$ cat config.mk
export PLATFORM = sky130hd
export DESIGN_NAME = mux_nway_stream_flat
export DESIGN_NICKNAME = d
export VERILOG_FILES = /design/src/rtl/mux_nway_stream_if.sv /design/src/rtl/mux_nway_stream.sv /design/src/flat_wrapper.sv
export SDC_FILE = /design/constraint.sdc
export NUM_CORES = 1
export LEC_CHECK = 0
export ABC_AREA = 1
export CORE_AREA = 2 2 97 99
export DETAILED_ROUTE_END_ITERATION = 10
export DIE_AREA = 0 0 99 101
export PLACE_DENSITY_LB_ADDON = 0.08
export REMOVE_ABC_BUFFERS = 1
export SLEW_MARGIN = 20
export SYNTH_ARGS = -nofsm -noshare
export SYNTH_HDL_FRONTEND = slang
export SYNTH_SLANG_ARGS = --single-unit
export TNS_END_PERCENT = 10
$ cat constraint.sdc
create_clock -name clk -period 3.05 [get_ports clk]
set_clock_uncertainty 0.05 [all_clocks]
set_input_delay 0.61 -clock clk [delete_from_list [all_inputs] [get_ports clk]]
set_output_delay 0.61 -clock clk [all_outputs]
set_load 0.02 [all_outputs]
$ cat src/rtl/mux_nway_stream_if.sv
// Handshake bundle for mux_nway_stream: NUM producer channels in, one consumer out.
// i_last exists only when MUX_NWAY_LOCK_EN is defined.
interface mux_nway_stream_if #(
    parameter int WIDTH = 16,
    parameter int NUM   = 8
);
    localparam int SELW = $clog2(NUM);

    logic [NUM*WIDTH-1:0] i_data;
    logic [NUM-1:0]       i_valid;
    logic [NUM-1:0]       i_ready;
`ifdef MUX_NWAY_LOCK_EN
    logic [NUM-1:0]       i_last;
`endif
    logic                 mode;
    logic [SELW-1:0]      sel;
    logic [WIDTH-1:0]     o_data;
    logic                 o_valid;
    logic                 o_ready;
    logic [SELW-1:0]      o_sel;

    modport slave (
        input  i_data, i_valid,
`ifdef MUX_NWAY_LOCK_EN
        input  i_last,
`endif
        input  mode, sel, o_ready,
        output i_ready, o_data, o_valid, o_sel
    );

    modport master (
        output i_data, i_valid,
`ifdef MUX_NWAY_LOCK_EN
        output i_last,
`endif
        output mode, sel, o_ready,
        input  i_ready, o_data, o_valid, o_sel
    );
endinterface

$ cat src/rtl/mux_nway_stream.sv
// N-way registered stream mux with fixed-select or round-robin grant.
// Optional packet lock in round-robin mode: define MUX_NWAY_LOCK_EN.
module mux_nway_stream #(
    parameter int WIDTH = 16,
    parameter int NUM   = 8
) (
    input  logic              clk,
    input  logic              rst_n,
    mux_nway_stream_if.slave  bus
);
    localparam int SELW = $clog2(NUM);

    logic             o_valid_q, o_valid_d;
    logic [WIDTH-1:0] o_data_q, o_data_d;
    logic [SELW-1:0]  o_sel_q, o_sel_d;
    logic [SELW-1:0]  ptr_q, ptr_d;
`ifdef MUX_NWAY_LOCK_EN
    logic             lock_q, lock_d;
`endif

    logic [WIDTH-1:0] ch_data [NUM];
    logic [NUM-1:0]   i_ready_c;
    logic [SELW-1:0]  gnt;
    logic [SELW-1:0]  idx;
    logic             gnt_vld;
    logic             load;
    logic             xfer;

    always_comb begin
        for (int k = 0; k < NUM; k++) begin
            ch_data[k] = bus.i_data[k*WIDTH +: WIDTH];
        end

        load    = !o_valid_q || bus.o_ready;
        gnt     = '0;
        gnt_vld = 1'b0;
        idx     = '0;

        if (!bus.mode) begin
            gnt     = bus.sel;
            gnt_vld = bus.i_valid[bus.sel];
        end
`ifdef MUX_NWAY_LOCK_EN
        // A locked packet keeps the grant on its channel (the last granted one) even while it idles.
        else if (lock_q) begin
            gnt     = ptr_q;
            gnt_vld = bus.i_valid[ptr_q];
        end
`endif
        else begin
            // Offset NUM wraps back to ptr itself, so the last granted channel is checked last.
            for (int k = 1; k <= NUM; k++) begin
                idx = ptr_q + SELW'(k);
                if (!gnt_vld && bus.i_valid[idx]) begin
                    gnt     = idx;
                    gnt_vld = 1'b1;
                end
            end
        end

        xfer      = gnt_vld && load && rst_n;
        i_ready_c = '0;
        if (xfer) begin
            i_ready_c[gnt] = 1'b1;
        end

        o_valid_d = o_valid_q;
        o_data_d  = o_data_q;
        o_sel_d   = o_sel_q;
        ptr_d     = ptr_q;
        if (xfer) begin
            o_valid_d = 1'b1;
            o_data_d  = ch_data[gnt];
            o_sel_d   = gnt;
            ptr_d     = gnt;
        end else if (o_valid_q && bus.o_ready) begin
            o_valid_d = 1'b0;
        end

`ifdef MUX_NWAY_LOCK_EN
        lock_d = lock_q;
        if (!bus.mode) begin
            lock_d = 1'b0;
        end else if (xfer) begin
            lock_d = !bus.i_last[gnt];
        end
`endif
    end

    always_ff @(posedge clk) begin
        if (!rst_n) begin
            o_valid_q <= 1'b0;
            o_data_q  <= '0;
            o_sel_q   <= '0;
            ptr_q     <= SELW'(NUM - 1);
`ifdef MUX_NWAY_LOCK_EN
            lock_q    <= 1'b0;
`endif
        end else begin
            o_valid_q <= o_valid_d;
            o_data_q  <= o_data_d;
            o_sel_q   <= o_sel_d;
            ptr_q     <= ptr_d;
`ifdef MUX_NWAY_LOCK_EN
            lock_q    <= lock_d;
`endif
        end
    end

    assign bus.i_ready = i_ready_c;
    assign bus.o_valid = o_valid_q;
    assign bus.o_data  = o_data_q;
    assign bus.o_sel   = o_sel_q;

endmodule

$ cat src/flat_wrapper.sv
// flat-port wrapper written by rule: the top's interface ports become plain ports
module mux_nway_stream_flat 
#(
    parameter int WIDTH = 16,
    parameter int NUM   = 8
)
  (clk, rst_n, bus_i_data, bus_i_valid, bus_mode, bus_sel, bus_o_ready, bus_i_ready, bus_o_data, bus_o_valid, bus_o_sel);
  mux_nway_stream_if #(.WIDTH(WIDTH), .NUM(NUM)) bus_i ();
  input  logic clk;
  input  logic rst_n;
  input wire logic [$bits(bus_i.i_data)-1:0] bus_i_data;
  input wire logic [$bits(bus_i.i_valid)-1:0] bus_i_valid;
  input wire logic [$bits(bus_i.mode)-1:0] bus_mode;
  input wire logic [$bits(bus_i.sel)-1:0] bus_sel;
  input wire logic [$bits(bus_i.o_ready)-1:0] bus_o_ready;
  output wire logic [$bits(bus_i.i_ready)-1:0] bus_i_ready;
  output wire logic [$bits(bus_i.o_data)-1:0] bus_o_data;
  output wire logic [$bits(bus_i.o_valid)-1:0] bus_o_valid;
  output wire logic [$bits(bus_i.o_sel)-1:0] bus_o_sel;
  assign bus_i.i_data = bus_i_data;
  assign bus_i.i_valid = bus_i_valid;
  assign bus_i.mode = bus_mode;
  assign bus_i.sel = bus_sel;
  assign bus_i.o_ready = bus_o_ready;
  assign bus_i_ready = bus_i.i_ready;
  assign bus_o_data = bus_i.o_data;
  assign bus_o_valid = bus_i.o_valid;
  assign bus_o_sel = bus_i.o_sel;
  mux_nway_stream #(.WIDTH(WIDTH), .NUM(NUM)) u_core (.clk(clk), .rst_n(rst_n), .bus(bus_i));
endmodule
Yosys cells after proc, flatten, opt, wreduce, memory -nomap -nowiden
Cells that the tools add are included.
{"block": "totals", "ff_bits": 23, "wordCells": 96, "output_inout_bits": 28, "input_bits": 143}
{"block": "op_classes", "n_reduce_logical": 21, "n_addsub": 7, "magnitude_cmp": 12, "n_mux": 51, "bitwise_logic": 1}
{"cell": "$bmux W16 S3", "count": 1}
{"cell": "$lt A3 B4 Y1 const B", "count": 10}
{"cell": "$mux W16", "count": 2}
{"cell": "$mux W1", "count": 28}
{"cell": "$bmux W1 S3", "count": 9}
{"cell": "$mux W3", "count": 9}
{"cell": "$add A3 B3 Y3 const B", "count": 4}
{"cell": "$logic_and A1 B1 Y1", "count": 11}
{"cell": "$logic_not A1 Y1", "count": 8}
{"cell": "$mux W8", "count": 1}
{"cell": "$add A3 B2 Y3 const B", "count": 2}
{"cell": "$ge A4 B4 Y1 const B", "count": 1}
{"cell": "$not A3 Y4", "count": 1}
{"cell": "$add A3 B1 Y3 const B", "count": 1}
{"cell": "$demux W1 S3", "count": 1}
{"cell": "$ge A3 B1 Y1 const B", "count": 1}
{"cell": "$reduce_bool A2 Y1", "count": 1}
{"cell": "$logic_or A1 B1 Y1", "count": 1}

Longest topological paths before layout
Gate-level depths: netlist of run 1.
{"block": "logic_depth", "ltp_word": 38, "mapped_depth": 27, "depth_no_buf": 23}

Least setup slack after synthesis of run 1
OpenSTA, ideal clock, no wires.
{"block": "synth_path", "path_kind": "register to output", "from": "register u_core.ptr_q[0]", "to": "output port bus_i_ready[4]", "path_stages_with_launch": 20, "t_required_ps": 2390, "slack_ps": -491, "n_path_buf": 4, "t_arrival_ps": 2881, "cell_sequence": "dfxtp_1 > buf_6 > inv_2 > buf_6 > ha_1 > buf_2 > inv_1 > nand3_1 > nand3_2 > nand2_2 > nor2_4 > nand4_4 > nor2_4 > nand3_2 > nand3_1 > a21oi_1 > nor2_2 > buf_4 > inv_1 > nor2_1"}
{"block": "synth_via", "elab_chain_len": 38, "elab_cells_between_ends": 70, "cone_classes": "7 x add/sub; 2 x order compare; 44 x mux; 17 x reduce/logical"}
{"item": "start: declaration", "line": "mux_nway_stream.sv:16", "source": "logic [SELW-1:0] ptr_q, ptr_d;"}
{"item": "start signal: assignment", "line": "mux_nway_stream.sv:95", "source": "ptr_q <= SELW'(NUM - 1);"}
{"item": "start signal: assignment", "line": "mux_nway_stream.sv:103", "source": "ptr_q <= ptr_d;"}
{"item": "$add A3 B1 Y3", "line": "mux_nway_stream.sv:53", "source": "idx = ptr_q + SELW'(k);"}
{"item": "$bmux W1 S3", "line": "mux_nway_stream.sv:54", "source": "if (!gnt_vld && bus.i_valid[idx]) begin"}
{"item": "$mux W1 (not written as such)", "line": "mux_nway_stream.sv:54"}
{"item": "$mux W1", "line": "mux_nway_stream.sv:54"}
{"item": "$mux W1", "line": "mux_nway_stream.sv:39", "source": "if (!bus.mode) begin"}
{"item": "$logic_not A1 Y1", "line": "mux_nway_stream.sv:54"}
{"item": "$logic_and A1 B1 Y1", "line": "mux_nway_stream.sv:54"}
{"item": "$mux W1", "line": "mux_nway_stream.sv:54"}
{"item": "(+22 left out)"}
{"item": "$logic_and A1 B1 Y1", "line": "mux_nway_stream.sv:54"}
{"item": "$mux W3", "line": "mux_nway_stream.sv:54"}
{"item": "$mux W3", "line": "mux_nway_stream.sv:39"}
{"item": "$lt A3 B4 Y1 (not written as such) or $ge A3 B1 Y1 (tied branches)", "line": "mux_nway_stream.sv:64", "source": "i_ready_c[gnt] = 1'b1;"}
{"item": "$logic_and A1 B1 Y1 (not written as such)", "line": "mux_nway_stream.sv:64"}
{"item": "$mux W1 (not written as such)", "line": "mux_nway_stream.sv:64"}
{"item": "$demux W1 S3"}
{"item": "$mux W8 (*)", "line": "mux_nway_stream.sv:63", "source": "if (xfer) begin"}
{"item": "end: declaration", "line": "flat_wrapper.sv:16", "source": "output wire logic [$bits(bus_i.i_ready)-1:0] bus_i_ready;"}
Mark *: on every way between the ends. The rest lies on a longest branch, timed or not. The select of a mux whose other input is x is not followed.

Final worst setup path of run 1
{"block": "layout_path", "from": "register u_core.ptr_q[0]", "to": "output port bus_i_ready[5]"}
The elaborated chain is that of the path after synthesis.

==> results of run 1 <==
-- layer usage --
metal  global-route usage, %  wire length (um)
met1                    26.5              4790
met2                    50.3              6920
met5                       0                 0
met3                    4.85               734
met4                    12.8               572
-- final timing paths --
path	from	end	slack, ns	cells past startpoint
worst min register to register	u_core.bus.o_sel[1]$_SDFFE_PN0P_	u_core.bus.o_sel[1]$_SDFFE_PN0P_	0.42	2
worst max register to register	u_core.ptr_q[0]$_SDFFE_PN1P_	u_core.bus.o_data[8]$_SDFFE_PN0P_	0.02	22
worst min-delay path	u_core.bus.o_sel[1]$_SDFFE_PN0P_	u_core.bus.o_sel[1]$_SDFFE_PN0P_	0.42	2
worst max-delay path	u_core.ptr_q[0]$_SDFFE_PN1P_	bus_i_ready[5]	-0.31	19
-- synthesized netlist by cell type, types with 5 or more instances --
| master | instances | area share [%] |
|---|---|---|
| sky130_fd_sc_hd__a21oi_1 | 8 | 1.3 |
| sky130_fd_sc_hd__buf_2 | 5 | 0.80 |
| sky130_fd_sc_hd__buf_4 | 10 | 2.4 |
| sky130_fd_sc_hd__buf_6 | 9 | 3.2 |
| sky130_fd_sc_hd__clkbuf_1 | 9 | 1.1 |
| sky130_fd_sc_hd__dfxtp_1 | 23 | 15 |
| sky130_fd_sc_hd__inv_1 | 29 | 3.5 |
| sky130_fd_sc_hd__nand2_1 | 296 | 35 |
| sky130_fd_sc_hd__nand2_2 | 7 | 1.4 |
| sky130_fd_sc_hd__nand3_1 | 93 | 15 |
| sky130_fd_sc_hd__nand3_2 | 7 | 2.2 |
| sky130_fd_sc_hd__nand4_1 | 6 | 1.2 |
| sky130_fd_sc_hd__nor2_1 | 51 | 6.1 |
| sky130_fd_sc_hd__o21ai_0 | 20 | 3.2 |
-- cell type report --
type / instances / area (um2)
Inverter: 34 / 133
Sequential cell: 23 / 464
Clock inverter: 1 / 5.00
Fill cell: 880 / 3460
Multi-Input combinational cell: 514 / 2560
Timing Repair Buffer: 230 / 2170
Clock buffer: 3 / 41.3
Tap cell: 111 / 139
-- registers in the layout, summed over array words and instances, names as in the netlist --
signal	count
u_core.ptr_q	3
u_core.bus.o_data	16
u_core.bus.o_sel	3
u_core.bus.o_valid	1
-- metrics by stage --
step / setup TNS, ns / area (um2) / setup WS (ns)
2_1_floorplan: -43.97 / 2900 / -2.21
3_3_place_gp: -12.14 / 5130 / -0.915
3_5_place_dp: -13.01 / 5130 / -0.951
4_1_cts: -2.14 / 5380 / -0.309
5_1_grt: -6.91 / 5520 / -0.479
6_report: -2.40 / 5520 / -0.309
-- where the power goes --
part	total, mW	switching, mW	internal (mW)	leakage (nW)
combinational	1.97	1.12	0.849	2.44
clock	0.203	0.111	0.0915	0.0255
sequential	0.370	0.0264	0.344	0.189
total	2.54	1.26	1.28	2.65
-- what timing repair did --
item,4_1_cts,5_1_grt
gates resized for setup,96,34
endpoints found under the setup margin,24,24
hold buffers,0,0
setup buffers,7,3
pin swaps,24,20
gates cloned,0,0
-- worst max-delay path: cells and delay by family, from the launching register on --
kind | cells | cell delay (ns)
AND/OR/NAND/NOR | 13 | 1.22
buffers and inverters | 5 | 0.51
flip-flops | 1 | 0.36
adder cells (fa/ha/maj) | 1 | 0.31
-- logic make-up after synthesis --
family | count (synthesis) | synth area share, %
AND/OR/NAND/NOR | 470 | 64.4
buffers and inverters | 67 | 11.6
AO/OA/AOI/OAI | 39 | 7.19
flip-flops | 23 | 14.7
XOR/XNOR | 3 | 1.32
adder cells (fa/ha/maj) | 2 | 0.799
==> summary.md, run 1 <==
* complete, but fails checks — status
* negative setup slack — violations in the final reports
* sky130_fd_sc_hd__nand2_1 — most common cell after layout, fill and taps aside
* 0 — number of antenna repair diodes
* 461 mW/mm2 — PD cells
* 61.4% — fin util
* 1 — H-tree lvl count
* 0.27 ns — clock insertion delay at the later pin of the skew report
* 23 — flops & latches, synth
* 110% — final worst path period share
* -0.309 ns — final critical-path setup slack
* 0% — share of synthesized flip-flops with an asynchronous set or reset
* 4,451 — vias in the first global route
* 14.2 um — mean routed wirelength per cell
* 916 — final instance count without filler cells
* 4.89 — Avg Vias per Cell
* 0.634 ns — measured slew at the worst slew-check pin
* 2.54 mW — Final Total Pwr
* 21,100 um — first-pass GRT wire length
* 0.917 — final estimated routing congestion in global placement
* 2.70 ns — Arrival @ worst endpoint
* 2.39 ns — CP required
* 171 — number of top-level design ports
* 0.421 ns — hold slack final
* 0 — remaining antenna violation count after routing
* 101 um — Chip Height
* 298 MHz — peak clock frequency supported by timing
* 902 — placed cell count
* 7 — critical-path maximum fanout
* 0.0100 mm2 — Die Outline Area
* 23 — Sink Count
* 8 — final-report setup violation count
* 0 — number of antenna violations at the first check in global routing
* 4 — DRT Pass-1 Iters
* 3.36 ns — final critical delay including setup and external delays
* 0 — max-slew violations
* 135 — starting DRC count in detailed routing
* 35 — number of rows in the core area
* 13,000 um — sum of routed wire length over all layers
* output port — endpoint kind of the worst setup timing path
* true — setup repair after global routing missed its margin
* sky130_fd_sc_hd__nand2_1, sky130_fd_sc_hd__clkdlybuf4s50_1, sky130_fd_sc_hd__nand3_1 — commonest non-fill, non-tap cells in the layout
* 2.65 nW — Pleak
* 0.209 mV — Peak VDD IR
* yes — CTS tree
* 76.2% — synth-to-layout area growth
* 5.18 um2 — synthesized area per cell
* sky130_fd_sc_hd__clkbuf_8 — root cell of the clock tree
* 14.7% — sequential fraction of the synthesis area
* 0.00313 mm2 — mapped cell area
* reg -> reg — worst min-delay path category
* 34.9% — effective utilization at floorplan
* 19.4% — share of cells above drive strength 1
* 26.0% — overall routing resource usage
* 0 — GRT Residual Overflow
* inv_2 -> ha_4 -> buf_6 -> nand3_2 -> nand2_2 -> nand2_2 -> nand2_4 -> buf_12 -> nand4_4 -> nor2_4 -> nand3_2 -> nand2_1 -> nand2_1 -> nand2_2 -> nand2_2 -> inv_4 -> nand2_4 -> nor2_2 -> buf_6 — cell breakdown of the critical path
* 170 — total of buffers placed on input and output ports
* 30 — count of cell types in the netlist
* flop — type of origin of the critical path
* sky130_fd_sc_hd__nand2_2 — CP dominant cell by count
* 0.36 ns — slowest stage delay, CP
* 2 — buffers from clock root to sink, at most
* 9780 um — Post-DP HPWL
* reg -> out — critical path class
* 0 — Hold Violations, Final
* 0 — number of warning messages in the yosys log
* 0 — DRC violations left
* 65 — maximum number of pins on one net before global-route repair
* 4,475 — routed vias
* 0 — max-cap viol count
* 0.09 ns — Clock Pin Slew Worst Setup and Hold Paths
* 951 — net count of the finished layout
* 0 — number of synthesized flops with an enable pin
* sky130_fd_sc_hd__dfxtp_1 — Primary FF master, synth
* 604 — Mapped Cells
* 99 um — floorplan die width
* 0.00898 mm2 — Core Footprint
* 57.8% — Max transition margin
* sky130_fd_sc_hd__dfxtp_2 — critical path's slowest cell
* 3 — CTS buffer count
(Power assumes the default switching activity.)
==> run 2, diff against run 1 <==
--- a/config.mk
+++ b/config.mk
@@ -9,7 +9,9 @@
 export CORE_AREA = 2 2 97 99
 export DETAILED_ROUTE_END_ITERATION = 10
 export DIE_AREA = 0 0 99 101
+export MAX_ROUTING_LAYER = met4
 export PLACE_DENSITY_LB_ADDON = 0.08
+export RECOVER_POWER = 50
 export REMOVE_ABC_BUFFERS = 1
 export SLEW_MARGIN = 20
 export SYNTH_ARGS = -nofsm -noshare
==> run 2 against run 1 <==
  * The run still ends with negative setup slack left
  * First-iteration DRC count rose by 8.1%
  * Clock-buffer cell count rose by 1
  * Via count rose by 1.1%
  * Non-clock buffer count rose by 1
  * Die area did not move
  * Final cell count rose by 0.11%
  * Fmax barely moved
  * Utilization barely moved
  * Worst setup slack improved by 0.0026 ns
==> summary.md, run 2 (synthesis gave the netlist of run 1 again) <==
* u_core.bus.o_data[5]$_SDFFE_PN0P_ — endpoint of the most critical register-to-register path
* reg -> reg — worst min-delay path category
* u_core.bus.o_sel[2]$_SDFFE_PN0P_ — Worst Hold End
* 2 — buffers from clock root to sink, at most
* 901 — number of inserted filler cells in the final layout
* u_core.ptr_q[0]$_SDFFE_PN1P_ — startpoint of the worst register-to-register path
* 298 MHz — peak clock frequency supported by timing
* 0 — number of antenna violations at the first check in global routing
* 8 — final-report setup violation count
* 20 — number of cells traversed by the worst register-to-register path
* 0 — max-cap viol count
* 3 — CTS buffer count
* 146 — starting DRC count in detailed routing
* 0.09 ns — Clock Pin Slew Worst Setup and Hold Paths
* 0.36 ns — slowest stage delay, CP
* -0.307 ns — final critical-path setup slack
* 1 — H-tree lvl count
* true — setup repair after global routing missed its margin
* 17.7% — share of cells above drive strength 1
* 0.00511 mm2 — Cell Area, Placed
* 170 — total of buffers placed on input and output ports
* 0.509 ns — measured slew at the worst slew-check pin
* 2 — cell depth of the worst min-delay path
* 1.24 mW — Psw
* 2.70 nW — Pleak
* yes — CTS tree
* sky130_fd_sc_hd__dfxtp_2 — critical path's slowest cell
* 23 — Sink Count
* 16 — number of flip-flops in the largest register
* 0 — number of antenna repair diodes
* sky130_fd_sc_hd__clkbuf_8 — root cell of the clock tree
* 0.05 ns — register-to-register path setup slack
* 99 um — floorplan die width
* 4 — DRT Pass-1 Iters
* 14.7% — sequential share of power
* 3.36 ns — final critical delay including setup and external delays
* 34.9% — effective utilization at floorplan
* 9930 um — Post-DP HPWL
* 101 um — Chip Height
* 61.4% — fin util
* -0.934 ns — pre-CTS setup slack
* 455 mW/mm2 — PD cells
* 13,200 um — sum of routed wire length over all layers
* 65 — maximum number of pins on one net before global-route repair
* 952 — net count of the finished layout
* 26.6% — overall routing resource usage
* 4.93 — Avg Vias per Cell
* 0 — remaining antenna violation count after routing
* 2.39 ns — CP required
* 0.00898 mm2 — Core Footprint
* 6 — critical-path maximum fanout
* 76.2% — synth-to-layout area growth
* output port — endpoint kind of the worst setup timing path
* 21,000 um — first-pass GRT wire length
* 77.5% — combinational share of power
* 0.220 mV — Peak VDD IR
* negative setup slack — violations in the final reports
* flop — type of origin of the critical path
* 0.26 ns — clock insertion delay at the later pin of the skew report
* 4,562 — vias in the first global route
* 14.4 um — mean routed wirelength per cell
* 49.3% — net switching fraction of the power
* 0 — max-slew violations
* 4,522 — routed vias
* 110% — final worst path period share
* 0.994 — final estimated routing congestion in global placement
* 0.417 ns — hold slack final
* u_core.bus.o_sel[2]$_SDFFE_PN0P_ — Hold Crit Start
* 66.1% — Max transition margin
* 0 — GRT Residual Overflow
* 7.8% — Clk pwr share
* 171 — number of top-level design ports
* 1.27 mW — internal power contribution
* 35 — number of rows in the core area
* reg -> out — critical path class
* 0.0100 mm2 — Die Outline Area
* sky130_fd_sc_hd__nand2_1 — most common cell after layout, fill and taps aside
* 0.00552 mm2 — post-route standard cell area excluding fillers
* 2.70 ns — Arrival @ worst endpoint
* sky130_fd_sc_hd__nor2_4 — CP dominant cell by count
* complete, but fails checks — status
* 0 — DRC violations left
* inv_2 -> ha_4 -> buf_6 -> nand3_4 -> nand3_2 -> nand2_4 -> nor2_4 -> nand4_4 -> nor2_4 -> buf_6 -> nand4_1 -> nand2_1 -> inv_1 -> nand2_2 -> nand2_4 -> nor2_4 -> inv_2 -> nor2_1 -> buf_4 — cell breakdown of the critical path
* 2.51 mW — Final Total Pwr
* sky130_fd_sc_hd__nand2_1, sky130_fd_sc_hd__clkdlybuf4s50_1, sky130_fd_sc_hd__nand3_1 — commonest non-fill, non-tap cells in the layout
* 0 — Hold Violations, Final
## run 2: per-stage QoR
stage	std cells	TNS, ns
floorplan	571	-43.97
global route	917	-6.13
global placement	900	-11.79
detailed placement	900	-12.87
finish	917	-2.28
CTS	913	-2.30
## run 2: worst max-delay path: cells and delay by family, from the launching register on
| family | cells | cell delay, ns |
|---|---|---|
| and+or+nand+nor | 12 | 1.21 |
| DFF | 1 | 0.36 |
| adders and majority gates | 1 | 0.31 |
| buffers and inverters | 6 | 0.53 |
## run 2: what timing repair did
item | 4_1_cts | 5_1_grt
resized for setup | 83 | 39
hold buffers | 0 | 0
pin swaps | 21 | 26
setup buffers | 9 | 4
setup endpoints to repair | 24 | 24
## run 2: worst max-delay path by stage
stage	startpoint	depth (start not counted)	end
floorplan	u_core.ptr_q[1]$_SDFFE_PN1P_	17	bus_i_ready[1]
global placement	bus_i_valid[2]	20	bus_i_ready[6]
detailed placement	bus_i_valid[3]	18	bus_i_ready[6]
CTS	u_core.ptr_q[1]$_SDFFE_PN1P_	20	bus_i_ready[4]
global route	u_core.ptr_q[0]$_SDFFE_PN1P_	19	bus_i_ready[1]
finish	u_core.ptr_q[0]$_SDFFE_PN1P_	19	bus_i_ready[1]
## run 2: routing by layer
layer | up-vias | track usage (%) | share of wire [%]
li1 | 2319 | - | -
met1 | 2019 | 27.6 | 37
met2 | 146 | 50.1 | 54
met3 | 38 | 2.57 | 4.5
met4 | 0 | 12.6 | 4.2
met5 | - | - | 0
## run 2: power groups by stage
stage | combinational, mW | clock [mW] | sequential, mW
global route | 2.15 | 0.221 | 0.376
detailed placement | 1.76 | 0 | 0.373
finish | 1.94 | 0.196 | 0.370
global placement | 1.75 | 0 | 0.372
floorplan | 0.932 | 0 | 0.424
CTS | 1.85 | 0.203 | 0.370
## run 2: cell type report
cell class                 count  area, um2  share of cell area [%]
clock buffer                   4       45.0                   0.817
inverter                      34        133                    2.40
multi-input combinational    514       2550                    46.3
sequential                    23        464                    8.42
tap                          111        139                    2.52
timing repair buffer         231       2180                    39.6
